[src/rtl/vga_arb_pkg.sv]
// ============================================================================
// Module      : vga_arb_pkg
// Description : Shared state encoding and default plot-port widths for the
//               vga_adapter write arbiter and the pixel drawers.
// Revision    : 1.0 - initial release
// ============================================================================
`default_nettype none

package vga_arb_pkg;

    localparam int C_X_W      = 8;
    localparam int C_Y_W      = 7;
    localparam int C_COLOUR_W = 3;

    typedef logic [1:0] state_t;

    localparam state_t S_IDLE    = 2'd0;
    localparam state_t S_GRANT   = 2'd1;
    localparam state_t S_RELEASE = 2'd2;

    // Index width that stays legal for a single requester.
    function automatic int idx_width(input int n);
        return (n > 1) ? $clog2(n) : 1;
    endfunction

endpackage

`default_nettype wire

[src/rtl/arb_pick.sv]
// ============================================================================
// Module      : arb_pick
// Description : Combinational winner select and one-hot grant vector. Fixed
//               lowest-index priority, or round-robin from a pointer when
//               ARB_ROUND_ROBIN_EN is defined.
// Revision    : 1.0 - initial release
// ============================================================================
`default_nettype none

module arb_pick #(
    parameter int N_REQ = 3,
    parameter int IDX_W = 2
) (
    input  logic [N_REQ-1:0] req,
`ifdef ARB_ROUND_ROBIN_EN
    input  logic [IDX_W-1:0] ptr,
`endif
    output logic             any,
    output logic [IDX_W-1:0] winner,
    output logic [N_REQ-1:0] onehot
);

`ifdef ARB_ROUND_ROBIN_EN
    int w_j;
`endif

    always_comb begin
        any    = |req;
        winner = '0;
`ifdef ARB_ROUND_ROBIN_EN
        w_j    = 0;
        // Walk from the farthest offset down so the first hit after ptr wins.
        for (int k = N_REQ - 1; k >= 0; k--) begin
            w_j = int'(ptr) + k;
            if (w_j >= N_REQ) begin
                w_j = w_j - N_REQ;
            end
            if (req[IDX_W'(w_j)]) begin
                winner = IDX_W'(w_j);
            end
        end
`else
        for (int i = N_REQ - 1; i >= 0; i--) begin
            if (req[i]) begin
                winner = IDX_W'(i);
            end
        end
`endif
        onehot = any ? (N_REQ'(1) << winner) : '0;
    end

endmodule

`default_nettype wire

[src/rtl/vga_write_arbiter.sv]
// ============================================================================
// Module      : vga_write_arbiter
// Description : Grants the single vga_adapter plot port to one drawing unit
//               per pass and forwards its pixels through one register stage.
//               Define ARB_ROUND_ROBIN_EN for round-robin arbitration.
// Revision    : 1.0 - initial release
// ============================================================================
`default_nettype none

module vga_write_arbiter
    import vga_arb_pkg::*;
#(
    parameter int N_REQ    = 3,
    parameter int X_W      = C_X_W,
    parameter int Y_W      = C_Y_W,
    parameter int COLOUR_W = C_COLOUR_W,
    parameter int CNT_W    = 15
) (
    input  logic                      clk,
    input  logic                      reset_n,
    input  logic [N_REQ-1:0]          req,
    input  logic [N_REQ-1:0]          pix_valid,
    input  logic [N_REQ-1:0]          pix_last,
    input  logic [N_REQ*X_W-1:0]      pix_x,
    input  logic [N_REQ*Y_W-1:0]      pix_y,
    input  logic [N_REQ*COLOUR_W-1:0] pix_colour,
    output logic [N_REQ-1:0]          gnt,
    output logic [X_W-1:0]            x,
    output logic [Y_W-1:0]            y,
    output logic [COLOUR_W-1:0]       colour,
    output logic                      writeEn,
    output logic                      busy,
    output logic [N_REQ-1:0]          done,
    output logic                      abort,
    output logic [CNT_W-1:0]          pix_count
);

    localparam int IDX_W = idx_width(N_REQ);

    state_t              r_state, w_state_nxt;
    logic [IDX_W-1:0]    r_win, w_win_nxt;
    logic [N_REQ-1:0]    r_gnt, w_gnt_nxt;
    logic [N_REQ-1:0]    r_done, w_done_nxt;
    logic                r_abort, w_abort_nxt;
    logic                w_cnt_clr;
    logic [X_W-1:0]      r_x;
    logic [Y_W-1:0]      r_y;
    logic [COLOUR_W-1:0] r_colour;
    logic                r_wen;
    logic [CNT_W-1:0]    r_cnt;

    logic                w_any;
    logic [IDX_W-1:0]    w_pick;
    logic [N_REQ-1:0]    w_onehot;

    logic                w_sel_valid, w_sel_last, w_sel_req, w_fwd;
    logic [X_W-1:0]      w_sel_x;
    logic [Y_W-1:0]      w_sel_y;
    logic [COLOUR_W-1:0] w_sel_colour;

`ifdef ARB_ROUND_ROBIN_EN
    logic [IDX_W-1:0]    r_ptr, w_ptr_nxt;
`endif

    arb_pick #(
        .N_REQ (N_REQ),
        .IDX_W (IDX_W)
    ) u_pick (
        .req    (req),
`ifdef ARB_ROUND_ROBIN_EN
        .ptr    (r_ptr),
`endif
        .any    (w_any),
        .winner (w_pick),
        .onehot (w_onehot)
    );

    // Route the latched winner's pixel lane.
    always_comb begin
        w_sel_valid  = 1'b0;
        w_sel_last   = 1'b0;
        w_sel_req    = 1'b0;
        w_sel_x      = '0;
        w_sel_y      = '0;
        w_sel_colour = '0;
        for (int i = 0; i < N_REQ; i++) begin
            if (r_win == IDX_W'(i)) begin
                w_sel_valid  = pix_valid[i];
                w_sel_last   = pix_last[i];
                w_sel_req    = req[i];
                w_sel_x      = pix_x[i*X_W +: X_W];
                w_sel_y      = pix_y[i*Y_W +: Y_W];
                w_sel_colour = pix_colour[i*COLOUR_W +: COLOUR_W];
            end
        end
    end

    assign w_fwd = (r_state == S_GRANT) && w_sel_valid;

    always_comb begin
        w_state_nxt = r_state;
        w_win_nxt   = r_win;
        w_gnt_nxt   = r_gnt;
        w_done_nxt  = '0;
        w_abort_nxt = 1'b0;
        w_cnt_clr   = 1'b0;
`ifdef ARB_ROUND_ROBIN_EN
        w_ptr_nxt   = r_ptr;
`endif
        case (r_state)
            S_IDLE: begin
                if (w_any) begin
                    w_state_nxt = S_GRANT;
                    w_win_nxt   = w_pick;
                    w_gnt_nxt   = w_onehot;
                    w_cnt_clr   = 1'b1;
`ifdef ARB_ROUND_ROBIN_EN
                    w_ptr_nxt   = (w_pick == IDX_W'(N_REQ - 1)) ? '0 : w_pick + IDX_W'(1);
`endif
                end
            end
            S_GRANT: begin
                // A last pixel wins over a simultaneous request drop.
                if (w_fwd && w_sel_last) begin
                    w_done_nxt  = r_gnt;
                    w_gnt_nxt   = '0;
                    w_state_nxt = S_RELEASE;
                end else if (!w_sel_req) begin
                    w_abort_nxt = 1'b1;
                    w_gnt_nxt   = '0;
                    w_state_nxt = S_RELEASE;
                end
            end
            S_RELEASE: begin
                w_gnt_nxt   = '0;
                w_state_nxt = S_IDLE;
            end
            default: begin
                w_gnt_nxt   = '0;
                w_state_nxt = S_IDLE;
            end
        endcase
    end

    always_ff @(posedge clk or negedge reset_n) begin
        if (!reset_n) begin
            r_state <= S_IDLE;
            r_win   <= '0;
            r_gnt   <= '0;
            r_done  <= '0;
            r_abort <= 1'b0;
`ifdef ARB_ROUND_ROBIN_EN
            r_ptr   <= '0;
`endif
        end else begin
            r_state <= w_state_nxt;
            r_win   <= w_win_nxt;
            r_gnt   <= w_gnt_nxt;
            r_done  <= w_done_nxt;
            r_abort <= w_abort_nxt;
`ifdef ARB_ROUND_ROBIN_EN
            r_ptr   <= w_ptr_nxt;
`endif
        end
    end

    always_ff @(posedge clk or negedge reset_n) begin
        if (!reset_n) begin
            r_wen    <= 1'b0;
            r_x      <= '0;
            r_y      <= '0;
            r_colour <= '0;
            r_cnt    <= '0;
        end else begin
            r_wen <= w_fwd;
            if (w_fwd) begin
                r_x      <= w_sel_x;
                r_y      <= w_sel_y;
                r_colour <= w_sel_colour;
            end
            if (w_cnt_clr) begin
                r_cnt <= '0;
            end else if (w_fwd && (r_cnt != '1)) begin
                r_cnt <= r_cnt + CNT_W'(1);
            end
        end
    end

    assign gnt       = r_gnt;
    assign x         = r_x;
    assign y         = r_y;
    assign colour    = r_colour;
    assign writeEn   = r_wen;
    assign busy      = (r_state == S_GRANT);
    assign done      = r_done;
    assign abort     = r_abort;
    assign pix_count = r_cnt;

endmodule

`default_nettype wire

[config.mk]
export PLATFORM = sky130hd
export DESIGN_NAME = vga_write_arbiter
export DESIGN_NICKNAME = d
export VERILOG_FILES = /design/src/rtl/vga_arb_pkg.sv /design/src/rtl/arb_pick.sv /design/src/rtl/vga_write_arbiter.sv
export SDC_FILE = /design/constraint.sdc
export NUM_CORES = 1
export LEC_CHECK = 0
export CORE_ASPECT_RATIO = 1.1
export CORE_MARGIN = 1.5
export CORE_UTILIZATION = 40
export CTS_BUF_LIST = sky130_fd_sc_hd__clkbuf_16
export DETAILED_ROUTE_END_ITERATION = 6
export GPL_TIMING_DRIVEN = 0
export PLACE_DENSITY = 0.86
export RECOVER_POWER = 25
export REMOVE_ABC_BUFFERS = 1
export SLEW_MARGIN = 20
export SYNTH_ARGS = -nofsm -noshare
export SYNTH_HDL_FRONTEND = slang
export SYNTH_SLANG_ARGS = --single-unit
[constraint.sdc]
create_clock -name clk -period 2.7 [get_ports clk]
set_clock_uncertainty 0.1 [all_clocks]
set_input_delay 0.405 -clock clk [delete_from_list [all_inputs] [get_ports clk]]
set_output_delay 0.405 -clock clk [all_outputs]
set_load 0.03 [all_outputs]
==> flow_results.org <==
** Placed design
- DP HPWL :: roughly 5 mm
- Worst setup slack before clock tree synthesis :: -0.2536 ns
- Count of input and output buffers :: roughly 110
- At the end of routability-driven placement, the weighted congestion stood at roughly 0.9.

** Yosys
- Synth Cell Area :: ~2400 sq um
- For this run, the number of Yosys warnings is 0.
- Of the total synthesized cell area, the portion taken by AND, OR, NAND and NOR gates is 0.2159.
- Parity-gate share of the synthesized area counting xor and xnor cells :: 0
- Area share of fa/ha/maj cells after synthesis :: 0.005141
- By area, the combinational part of the netlist is dominated by simple AND/OR/NAND/NOR gates.
- Synth Area per Inst :: approximately 9 sq um
- Area leader, netlist :: sky130_fd_sc_hd__dfrtp_1
- Share of the synthesized area in the top cell type :: 0.4627
- Number of synthesized flops with an enable pin :: 0
- In the synthesized netlist the dominant register cell turns out to be sky130_fd_sc_hd__dfrtp_1.
- Of all flip-flops after synthesis, the portion carrying an async set or reset was 1.000.
- After synthesis the netlist holds a flip-flop and latch count of 45.
- Netlist cell types :: 41
- The compound-gate portion of the synthesized area is 0.1342.
- Area contributors post-synth :: sky130_fd_sc_hd__dfrtp_1 (46%), sky130_fd_sc_hd__mux2i_1 (13%), sky130_fd_sc_hd__a21oi_1 (8.2%)
- Synthesized netlist cell count :: around 260
- Multiplexer fraction of the synthesized cell area :: 0.1383
- Seq/Total Area, Yosys :: 0.4627

** Finish
- The number of antenna diodes in the final layout is 0.
- In the final layout, the share of cells above drive strength 1 is 0.05177.
- Commonest non-fill, non-tap cells in the layout :: sky130_fd_sc_hd__clkdlybuf4s50_1 (105), sky130_fd_sc_hd__dfrtp_1 (43), sky130_fd_sc_hd__nor2_1 (41)
- Final layout net count :: about 430
- Relative to the synthesized area, the layout overhead comes to 51.77%.
- Leaving out fill and tap cells, the most frequent cell in the layout is sky130_fd_sc_hd__clkdlybuf4s50_1.

** Critical path
- CP Capture Type :: flip-flop
- Data on the critical path is required at its endpoint by roughly 2.7 ns.
- CP top delay family :: flip-flops
- Length in cells of the worst reg-to-reg path :: 5
- The critical path is of the reg -> reg type.
- STA classifies the critical path startpoint as a flip-flop.
- Data on the critical path arrives at its endpoint at around 2.5 ns.
- Among all stages on the critical path, the largest delay is contributed by sky130_fd_sc_hd__dfrtp_4.
- Critical path fanouts, max :: 37
- Worst-path cell chain :: mux2_4 > a22oi_2 > inv_2 > nor2_1 > a21oi_1
- Max stage delay on crit path :: a little over 0.7 ns
- Counting both buffers and inverters, the worst setup path holds a total of 1.
- The critical path crosses 5 cells after its start point.

** Power and ir drop
- Summed over all cells, the static leakage comes to roughly 0.0015 uW.
- Power density relative to cell area :: roughly 940 nW/um^2
- Max VDD drop :: 0.4199 mV

** STA
- Maximum achievable frequency :: 400.3 MHz
- Setup repair after global routing left no endpoint under its margin.
- Least-Margin Pin Slew :: roughly 1 ns
- Of the available clock period, the critical path in the final layout requires 0.9252.
- The count of pins over their slew limit was 0.
- Endpoints failing setup :: 0
- Headroom to the max-slew limit came out at 0.3435.
- Hold Fails Final Rpt :: 0
- Post-route minimum period :: around 2.5 ns
- Setup slack closes at slightly above 0.2 ns.
- Worst-case hold slack :: roughly 0.43 ns

** Clock tree
- Clock tree synthesis selected as its root buffer the cell sky130_fd_sc_hd__clkbuf_16.
- Clock-pin slew was measured on the worst setup and hold paths at roughly 0.060 ns.
- In this run, CTS created clock tree buffers numbering 5.
- TritonCTS built the clock tree.
- Total clock sinks :: 45
- In this run the post-CTS setup repair buffer count came out at 0.
- CTS built an H-tree with a depth of 2.
- The clock reaches the later pin of the worst-skew pair after 0.28 ns.
- Clock tree buffer depth :: 2

** Routing
- Detailed routing inserted a total of 2,379 vias.
- 1st-iter DRT viols :: 98
- Dividing the detail-routed wire length by the instance count gives 15.36 microns.
- Summed over all layers, the routed wires come to 6.822 mm.
- Avg Vias per Cell :: approximately 5.4
- After detailed routing, the number of remaining DRC violations is 0.
- The first detailed-routing pass ran for 4 iterations.
- The detail route stage leaves a number of antenna-violating nets equal to 0.

** GRT
- Pin count of the biggest net entering global routing :: 38
- Via count of the first global-routing pass :: about 2.4k
- Wire length of the first global-routing pass :: approximately 11 mm
- The number of antenna violations at the first check in global routing came to 0.
- Global router's overall resource usage :: 0.2123
- For this run the aggregate overflow at the end of global routing stands at 0.

** Die
- The die covers between 6000 and 7000 sq um.
- Num rows :: 29
- For this configuration, the core starts out at a cell density of 0.4192.
- Measured along the y axis, the die boundary spans 84.81 microns.
- The total area inside the core boundary comes to about 5800 sq um.
- In this run the horizontal extent of the chip is between 70 and 80 microns.
- In this run the count of I/O pins placed on the die edge is 107.

** Run status
- The flow ran to the end, and the final reports show no timing, DRC or antenna violations.

** Worst hold path
- Hold Path Depth :: 2
- The path class of the tightest hold or removal check is reg -> reg.

** Flow run
- Max capacitance violation total :: 0
-- stage by stage --
stage / power (uW) / std cells / cell area (sq um) / utilization / TNS (ns)
6_report: 3463 / 444 / 3694 / 0.6362 / 0
3_3_place_gp: 2832 / 432 / 3507 / 0.6041 / -21.17
4_1_cts: 3504 / 444 / 3706 / 0.6384 / 0
5_1_grt: 3698 / 444 / 3694 / 0.6362 / 0
2_1_floorplan: 2166 / 249 / 2350 / - / 0
3_5_place_dp: 2921 / 435 / 3556 / 0.6125 / -4.418
-- kinds of logic (layout without fill, tap and decap cells) --
family | count (synthesis) | after routing
buffers and inverters | 21 | 123
flip-flops | 45 | 45
multiplexers | 33 | 33
AND/OR/NAND/NOR | 105 | 105
adder cells (fa/ha/maj) | 1 | 1
AO/OA/AOI/OAI | 59 | 60
-- synth_stat cells (all sizes together) (2+ instances only) --
cell type,instances
a21boi,2
a21oi,40
a22oi,3
and3,2
and4,2
buf,12
clkbuf,3
dfrtp,45
inv,6
mux2,2
mux2i,31
nand2,16
nand2b,7
nand3,4
nand4,5
nor2,41
nor2b,2
nor3,7
nor3b,3
nor4,7
nor4b,2
o21ai,9
o31ai,2
or2,2
or4,2
-- worst register-to-register path, delay by kind of cell (launching register included) --
| kind | cells | cell delay, ns |
|---|---|---|
| muxes | 1 | 0.38 |
| and+or+nand+nor | 1 | 0.21 |
| AOI/OAI and AO/OA | 2 | 0.57 |
| buffers and inverters | 1 | 0.39 |
| DFF | 1 | 0.71 |
-- power breakdown --
group	total (uW)	internal, uW	switching [uW]
Combinational	1760	759	1010
Sequential	1140	890	252
Clock	558	331	227
Total	3460	1980	1480
-- final timing paths --
kind                       startpoint             to  slack (ns)
max                          r_win[0]           y[0]        0.20
min                              y[1]           y[1]        0.43
max reg2reg                  r_win[0]           y[0]        0.20
min reg2reg                      y[1]           y[1]        0.43
max in group asynchronous     reset_n       r_win[0]        0.53
min in group asynchronous     reset_n  pix_count[14]        0.71
-- layout make-up --
class	instances	area (sq um)
Fill cell	492	2112
Multi-Input combinational cell	199	1221
Sequential cell	45	1131
Timing Repair Buffer	110	1090
Clock buffer	5	125.1
Tap cell	77	96.34
Inverter	6	22.52
Clock inverter	2	7.507
-- per-layer routing --
layer | global-route usage | vias up | part of all wire
li1 | - | 1147 | -
met1 | 0.2426 | 1115 | 0.41
met2 | 0.3931 | 106 | 0.51
met3 | 0.05109 | 11 | 0.074
met4 | 0.05620 | 0 | 0.0091
met5 | 0 | - | 0
-- state kept, by name, summed over array words and instances, names as in the netlist, 2 cells and up --
| name | flops |
|---|---|
| done | 3 |
| colour | 3 |
| x | 8 |
| r_state | 2 |
| y | 7 |
| pix_count | 15 |
| r_win | 2 |
| gnt | 3 |
-- timing repair --
item,CTS,global route
pin swaps,1,0
hold buffers,1,0
gates resized for setup,0,2
setup endpoints to repair,19,22
hold endpoints to repair,18,0
gates cloned,1,0
(Power assumes the default switching activity.)
